<file path="src/rtl/counter_seq_ctrl.sv">
// -----------------------------------------------------------------------------
// counter_seq_ctrl
//   Command sequencer for a loadable up-counter. On i_start it latches the
//   start/end values, loads the counter, then issues increment pulses until
//   the counter reports the end value. Every RUN cycle the counter output is
//   compared against the value this block expects. The first disagreement
//   parks the block in ERR and captures the offending value.
//
// Ports
//   i_clk         system clock, rising edge
//   i_rst_n       synchronous active-low reset
//   i_start       begin a sequence (accepted in IDLE or ERR only)
//   i_abort       cancel an active sequence (LOAD or RUN only)
//   i_start_val   value loaded into the counter (latched on accepted start)
//   i_end_val     terminal counter value (latched on accepted start)
//   i_count_out   counter output fed back from the datapath
//   o_load        counter load strobe
//   o_count       counter increment enable (combinational)
//   o_count_in    counter load data; always the latched start value
//   o_busy        sequence in progress (LOAD or RUN)
//   o_done        one-cycle pulse on successful completion
//   o_err         counter mismatch seen; held until restart or reset
//   o_steps       increment pulses issued in the current/last sequence
//   o_err_val     counter output captured at the mismatch
// -----------------------------------------------------------------------------
module counter_seq_ctrl #(
  parameter int WIDTH = 8
) (
  input  logic             i_clk,
  input  logic             i_rst_n,
  input  logic             i_start,
  input  logic             i_abort,
  input  logic [WIDTH-1:0] i_start_val,
  input  logic [WIDTH-1:0] i_end_val,
  input  logic [WIDTH-1:0] i_count_out,
  output logic             o_load,
  output logic             o_count,
  output logic [WIDTH-1:0] o_count_in,
  output logic             o_busy,
  output logic             o_done,
  output logic             o_err,
  output logic [WIDTH-1:0] o_steps,
  output logic [WIDTH-1:0] o_err_val
);

  typedef enum logic [2:0] {
    S_IDLE = 3'd0,
    S_LOAD = 3'd1,
    S_RUN  = 3'd2,
    S_DONE = 3'd3,
    S_ERR  = 3'd4
  } state_t;

  state_t           r_state, w_state_nxt;
  logic [WIDTH-1:0] r_sv,      w_sv_nxt;
  logic [WIDTH-1:0] r_ev,      w_ev_nxt;
  logic [WIDTH-1:0] r_exp,     w_exp_nxt;
  logic [WIDTH-1:0] r_steps,   w_steps_nxt;
  logic [WIDTH-1:0] r_err_val, w_err_val_nxt;
  logic             w_count;
  logic             w_match;
  logic             w_at_end;

  // Counter agrees with our model / counter has reached the terminal value.
  assign w_match  = (i_count_out == r_exp);
  assign w_at_end = (i_count_out == r_ev);

  // ---------------------------------------------------------------------------
  // Next-state and increment decode
  // ---------------------------------------------------------------------------
  always_comb begin
    w_state_nxt   = r_state;
    w_sv_nxt      = r_sv;
    w_ev_nxt      = r_ev;
    w_exp_nxt     = r_exp;
    w_steps_nxt   = r_steps;
    w_err_val_nxt = r_err_val;
    w_count       = 1'b0;

    unique case (r_state)
      // ERR restarts through the same path as IDLE; leaving ERR is what
      // clears the error flag since o_err is a pure state decode.
      S_IDLE, S_ERR: begin
        if (i_start) begin
          w_sv_nxt    = i_start_val;
          w_ev_nxt    = i_end_val;
          w_steps_nxt = '0;
          w_state_nxt = S_LOAD;
        end
      end

      S_LOAD: begin
        if (i_abort) begin
          w_state_nxt = S_IDLE;
        end else begin
          // Counter shows the loaded value on the first RUN cycle.
          w_exp_nxt   = r_sv;
          w_state_nxt = S_RUN;
        end
      end

      // Priority: abort, then mismatch, then terminal value, then increment.
      S_RUN: begin
        if (i_abort) begin
          w_state_nxt = S_IDLE;
        end else if (!w_match) begin
          w_err_val_nxt = i_count_out;
          w_state_nxt   = S_ERR;
        end else if (w_at_end) begin
          w_state_nxt = S_DONE;
        end else begin
          w_count     = 1'b1;
          w_exp_nxt   = r_exp + 1'b1;
          w_steps_nxt = r_steps + 1'b1;
        end
      end

      // Start during the DONE pulse is deliberately dropped.
      S_DONE: begin
        w_state_nxt = S_IDLE;
      end

      default: begin
        w_state_nxt = S_IDLE;
      end
    endcase
  end

  // ---------------------------------------------------------------------------
  // State registers
  // ---------------------------------------------------------------------------
  always_ff @(posedge i_clk) begin
    if (!i_rst_n) begin
      r_state   <= S_IDLE;
      r_sv      <= '0;
      r_ev      <= '0;
      r_exp     <= '0;
      r_steps   <= '0;
      r_err_val <= '0;
    end else begin
      r_state   <= w_state_nxt;
      r_sv      <= w_sv_nxt;
      r_ev      <= w_ev_nxt;
      r_exp     <= w_exp_nxt;
      r_steps   <= w_steps_nxt;
      r_err_val <= w_err_val_nxt;
    end
  end

  // ---------------------------------------------------------------------------
  // Outputs: only o_count looks at live inputs; the rest are register decodes.
  // ---------------------------------------------------------------------------
  assign o_load     = (r_state == S_LOAD);
  assign o_count    = w_count;
  assign o_count_in = r_sv;
  assign o_busy     = (r_state == S_LOAD) || (r_state == S_RUN);
  assign o_done     = (r_state == S_DONE);
  assign o_err      = (r_state == S_ERR);
  assign o_steps    = r_steps;
  assign o_err_val  = r_err_val;

endmodule
</file>
<file path="config.mk">
export PLATFORM = sky130hd
export DESIGN_NAME = counter_seq_ctrl
export DESIGN_NICKNAME = d
export VERILOG_FILES = /design/src/rtl/counter_seq_ctrl.sv
export SDC_FILE = /design/constraint.sdc
export NUM_CORES = 1
export LEC_CHECK = 0
export CAP_MARGIN = 20
export CELL_PAD_IN_SITES_DETAIL_PLACEMENT = 1
export CELL_PAD_IN_SITES_GLOBAL_PLACEMENT = 2
export CORE_UTILIZATION = 30
export CTS_CLUSTER_SIZE = 24
export DETAILED_ROUTE_END_ITERATION = 6
export PLACE_DENSITY = 0.79
export SLEW_MARGIN = 20
export SYNTH_ARGS = -nofsm -noshare
export SYNTH_HDL_FRONTEND = slang
export SYNTH_SLANG_ARGS = --single-unit
</file>
<file path="constraint.sdc">
create_clock -name i_clk -period 5.5 [get_ports i_clk]
set_input_delay 1.65 -clock i_clk [delete_from_list [all_inputs] [get_ports i_clk]]
set_output_delay 1.65 -clock i_clk [all_outputs]
set_load 0.02 [all_outputs]
</file>
Word-level counts from Yosys, hierarchy flattened
Index checks and enable logic that the tools add are counted.

storage, ports and cells
  latch bits = 0
  memories kept = 0
  memory bits (read-only) = 0
  register bits = 43
  output and inout port bits = 29
  logic and storage cells = 52
  RAM bits = 0

cells by class
  bitwise logic cells = 2
  muxes and demuxes = 20
  div/mod/pow operators = 0
  add/subtract/negate cells = 2
  equality and inequality tests = 12
  shift operators = 0
  $lt $le $gt $ge = 0
  multipliers = 0
  reduce and logical (&&, ||, !) cells = 10

operators with widths
  kind                 count
  $mux 8               8
  $pmux 8 s2           2
  $add 8x1->8 const B  2
  $eq 8x8->1           2
  $mux 3               4
  $ne 2x2->1 const B   5
  $reduce_and 5->1     2
  $pmux 3 s3           1
  $eq 3x2->1 const B   2
  $mux 1               4
  $ne 4x4->1 const B   1
  $reduce_and 2->1     2
  $reduce_bool 2->1    2
  $eq 3x1->1 const B   1
  $eq 3x3->1 const B   1
  $logic_not 3->1      1
  $reduce_and 3->1     1
  $mux 2               1
  $not 1->1            2
  $reduce_or 2->1      1
  $logic_or 1x1->1     1

Longest topological paths before layout
Gate-level depths: netlist of the first run.

  depth after elaboration = 5
  mapped depth = 7
  mapped depth without buffers = 6

Worst setup path after synthesis of the first run
Ideal clock, no wire load.

  kind = input -> output
  start = input port i_abort
  end = output port o_count
  arrival time = 2883 ps
  slack = 967 ps
  buffers on the path = 2
  stages = 4
  required time = 3850 ps
  cells stage by stage = clkbuf_1 -> or4b_4 -> buf_6 -> a2111oi_4

between the ends
  longest elaborated chain between the ends = 2

RTL lines
  what             line  source
  start, declared  32    input logic i_abort,
  $mux 1           104   if (i_abort) begin
  $mux 1           80    unique case (r_state)
  end, declared    37    output logic o_count,

No other way between the ends.

Final worst setup path of the first run
  start = input port i_count_out[0]
  end = output port o_count

between the ends
  longest elaborated chain between the ends = 5

RTL lines
  what             line  source
  start, declared  35    input logic [WIDTH-1:0] i_count_out,
  $eq 8x8->1       66    assign w_at_end = (i_count_out == r_ev);
  $mux 1           109   end else if (w_at_end) begin
  $mux 1 *         106   end else if (!w_match) begin
  $mux 1 *         104
  $mux 1 *         80

Mark *: on every way between the ends. The rest lies on a longest branch, timed or not.

==> results.ini, run 1 <==
[detailed_routing]
drt_wl_total_mm=7.036
routedWlPerCell_um=16.56
ant_nets=0
drc_errors=0
drt_first_iter_violations=90
drt_pass1_iterations=4
vias=2178
viasPerCell=5.125

[timing]
setup_viol=0
hold_violations=0
hold_slack_ns=0.4749
period_share=0.9767
worst_slack_ns=0.1282
finalMaxSlewViolations=0
period_minus_slack_ns=5.372
relSlewSlack=0.2538
rsz0062_at_grt=no
fin_skew_ns=0.01009
max_freq_ghz=0.1862
worst_slew_pin_slew_ns=1.112
setup_tns_ns=0

[synth]
syn_nets=304
synth-warning-count=0
ys_types=48
synth_edf_count=0
synthArstFlopShare=0
ys_ff_latch=43
netlist_area_um2=2282
ys_seq_area_frac=0.3772
synthesis.instances=274
synth_area_per_cell_um2=8.329
synth_ff_type=dfxtp_1

[cts]
path_clk_slew_ns=0.08
cts_setup_buffers=0
cts_repair_resize_count=0
cts_tree=built
cts_made_buffers=5
cts-root-buf=clkbuf_8
htreeDepth=2
clkLatencyLatePin_ns=0.30
clock_path_buffers=2
cts.sinks=43
hold_buffers=0

[place]
dpl.cell_count=417
placed_cell_area_um2=2937
gp_congestion=0.8113
place_ws_ns=0.1142
io_buffers=56
dpl.hpwl_mm=5.164

[final_layout]
area_delta_synth_final_pct=33.83
final_common_cell=clkdlybuf4s50_1
finalInstanceArea_um2=3054
layout_common_cells=clkdlybuf4s50_1, nand2_1, dfxtp_1
drive_gt1_frac=0.08589
utilization=0.4188
diodes=0
instances_no_fill=425
nets=355

[global_route]
grt_pass1_wl_mm=11.44
gr-total-overflow=0
grt_pass1_vias=2156
track_usage=0.1906
antenna_found_initial=0
grt_max_degree=27

[power_and_ir_drop]
leakagePower_nw=1.092
power_mw=0.6968
ir_drop_uv=75.03
p_per_area_nw_per_um2=228.1

[die]
num_io_pins=57
die_y_um=89.22
dieArea_um2=7960
core_area_um2=7292
die_w_um=89.22
initial_core_util=0.3130
fp-row-count=31

[setup_path]
worst_setup_path_end_kind=output pin
worstSetupStartpointType=primary input
cp_max_fo=4
crit_arrival_ns=3.72
crit_type=primary input to output pin
required_ns=3.85

[flow_run]
maxCapViolations=0

[outcome]
status=complete, no violations

[hold_path]
hp-class=flop to flop

[sequential cells by signal, indices dropped and copies added (netlist names)]
name and flops:
o_count_in 8, o_err_val 8, o_steps 8, r_ev 8
r_exp 8, r_state 3
[where the power goes]
part	internal, mW	total (mW)	switching, mW
Combinational	0.0485	0.104	0.0557
Clock	0.147	0.259	0.112
Sequential	0.321	0.334	0.0124
[cell type report]
type                       count  area, µm²
timing repair buffer          64      620.6
clock inverter                 2      35.03
clock buffer                   6      82.58
multi-input combinational    207       1316
inverter                       4      15.01
sequential                    43      860.8
tap                           99      123.9
fill                         903       4238
[worst paths after layout]
| kind | start | to | slack [ns] | cells past startpoint |
|---|---|---|---|---|
| max | i_count_out[0] | o_count | 0.13 | 5 |
| min | r_ev[0] | r_ev[0] | 0.47 | 2 |
| max reg2reg | r_state[1] | o_err_val[4] | 3.13 | 5 |
| min reg2reg | r_ev[0] | r_ev[0] | 0.47 | 2 |
[cell families (layout without fill, tap and decap cells)]
| family | count (synthesis) | in the layout | synth area share |
|---|---|---|---|
| AOI/OAI and AO/OA | 47 | 47 | 0.1398 |
| xor gates and xnor gates | 16 | 16 | 0.06141 |
| adders and majority gates | 2 | 2 | 0.01096 |
| buffers and inverters | 24 | 76 | 0.04824 |
| DFF | 43 | 43 | 0.3772 |
| muxes | 15 | 15 | 0.06579 |
| and+or+nand+nor | 127 | 127 | 0.2966 |
[worst max-delay path: stages]
cell and delay, ns:
clkdlybuf4s50_1 0.55, xor2_1 0.31, nor4_4 0.10, a2111oi_4 0.43, clkdlybuf4s50_1 0.67
[layer usage]
| metal | share of wire | global-route usage |
|---|---|---|
| met5 | 0 | 0 |
| met4 | 0.0081 | 0.04473 |
| met3 | 0.028 | 0.03324 |
| met2 | 0.47 | 0.3102 |
| met1 | 0.49 | 0.2628 |
[synthesized netlist by cell type (6+ instances only)]
cell type   n  share of area
clkbuf_1   14          0.023
nand3_1    15          0.033
nand2_1    45          0.074
mux2i_1    15          0.066
nor2_1     20          0.033
or3_1       6          0.016
xor2_1      8          0.031
nor3_1     12          0.026
a21oi_1    20          0.044
xnor2_1     8          0.031
dfxtp_1    43           0.38
Power figures use the tool's default switching activity.
==> run 2, diff against run 1 <==
--- a/config.mk
+++ b/config.mk
@@ -9,6 +9,7 @@
 export CELL_PAD_IN_SITES_DETAIL_PLACEMENT = 1
 export CELL_PAD_IN_SITES_GLOBAL_PLACEMENT = 2
 export CORE_UTILIZATION = 30
+export CTS_CLUSTER_DIAMETER = 50
 export CTS_CLUSTER_SIZE = 24
 export DETAILED_ROUTE_END_ITERATION = 6
 export PLACE_DENSITY = 0.79
==> constraint.sdc (replaced) <==
create_clock -name i_clk -period 6.4 [get_ports i_clk]
set_input_delay 1.92 -clock i_clk [delete_from_list [all_inputs] [get_ports i_clk]]
set_output_delay 1.92 -clock i_clk [all_outputs]
set_load 0.02 [all_outputs]
==> results.ini, run 2 (synthesis gave the netlist of run 1 again) <==
[cts]
cts-root-buf=clkbuf_8
clock_path_buffers=2
path_clk_slew_ns=0.08
cts_setup_buffers=0
cts_tree=built
cts_made_buffers=5
htreeDepth=2
hold_buffers=0
clkLatencyLatePin_ns=0.29
cts.sinks=43
cts_repair_resize_count=0

[timing]
worst_slew_pin_slew_ns=0.7451
setup_viol=0
max_freq_ghz=0.1701
period_minus_slack_ns=5.880
relSlewSlack=0.5027
hold_violations=0
finalMaxSlewViolations=0
rsz0062_at_grt=no
hold_slack_ns=0.4721
fin_skew_ns=0.004942
period_share=0.9188
setup_tns_ns=0

[global_route]
track_usage=0.1877
antenna_found_initial=0
grt_max_degree=25
grt_pass1_wl_mm=11.18
gr-total-overflow=0
grt_pass1_vias=2080

[setup_path]
rr_worst_depth=5
required_ns=4.48
worstSetupStartpointType=primary input
cp_max_fo=5
worst_setup_path_end_kind=output pin
crit_type=primary input to output pin
crit_arrival_ns=3.96

[final_layout]
nets=353
drive_gt1_frac=0.08333
layout_common_cells=clkdlybuf4s50_1, nand2_1, dfxtp_1
multi_input_area_um2=1326
area_delta_synth_final_pct=33.61
fillers=896
final_common_cell=clkdlybuf4s50_1
diodes=0
final-seq-area_um2=860.8

[detailed_routing]
drc_errors=0
drt_first_iter_violations=80
viasPerCell=5.071
drt_pass1_iterations=4
ant_nets=0
drt_wl_total_mm=7.017
routedWlPerCell_um=16.59
vias=2145

[power_and_ir_drop]
leakagePower_nw=1.084
p_per_area_nw_per_um2=195.8
ir_drop_uv=94.70

[hold_path]
whs_path_depth=2
hp-class=flop to flop

[outcome]
status=complete, no violations

[die]
die_y_um=89.22
core_area_um2=7292
fp-row-count=31
dieArea_um2=7960
initial_core_util=0.3130
num_io_pins=57
die_w_um=89.22

[place]
gp_congestion=0.7678
dpl.hpwl_mm=5.251
io_buffers=56

[flow_run]
maxCapViolations=0

## run 2: changes by cell type in the layout (fill, tap and decap cells not counted), sizes merged
cell | previous run | this run
buf | 8 | 6
## run 2: metal layers
layer,wire length (µm),vias to the layer above,global-route usage
li1,-,1063,-
met1,3305,1031,0.2525
met2,3420,47,0.3123
met3,233,4,0.03601
met4,57,0,0.04040
met5,0,-,0
## run 2: worst paths after layout
path	from	to	slack [ns]
worst max-delay path	i_count_out[5]	o_count	0.52
worst min-delay path	r_ev[3]	r_ev[3]	0.47
worst max register to register	r_state[1]	o_err_val[6]	4.17
worst min register to register	r_ev[3]	r_ev[3]	0.47
## run 2: area by class of cell
| type | count | share of cell area |
|---|---|---|
| clock buffers | 6 | 0.02708 |
| inverters | 4 | 0.004924 |
| well taps | 99 | 0.04062 |
| repair buffers | 62 | 0.1986 |
| flip-flops and latches | 43 | 0.2823 |
| clock inverters | 2 | 0.01149 |
| multi-input cells | 207 | 0.4350 |
## run 2: worst max-delay path: stages
cell	delay, ns
clkdlybuf4s50_1	0.55
xnor2_1	0.16
nand4_2	0.23
a2111oi_4	0.43
clkdlybuf4s50_1	0.68
## run 2: per-stage QoR
step	utilization	setup WS (ns)	std cells	power [mW]	area [µm²]
after floorplan	-	1.327	274	0.3397	2282
after CTS	0.4182	0.5112	423	0.6046	3049
after global placement	0.4007	0.5470	415	0.3811	2922
final	0.4182	0.5197	423	0.5970	3049
after detailed placement	0.4020	0.5127	415	0.3832	2932
after global routing	0.4182	0.4093	423	0.6231	3049
## run 2: where the power goes
| part | internal [mW] | leakage [nW] | switching, mW |
|---|---|---|---|
| Combinational | 0.0414 | 0.673 | 0.0476 |
| Clock | 0.126 | 0.0612 | 0.0951 |
| Sequential | 0.276 | 0.350 | 0.0106 |
| Total | 0.444 | 1.08 | 0.153 |
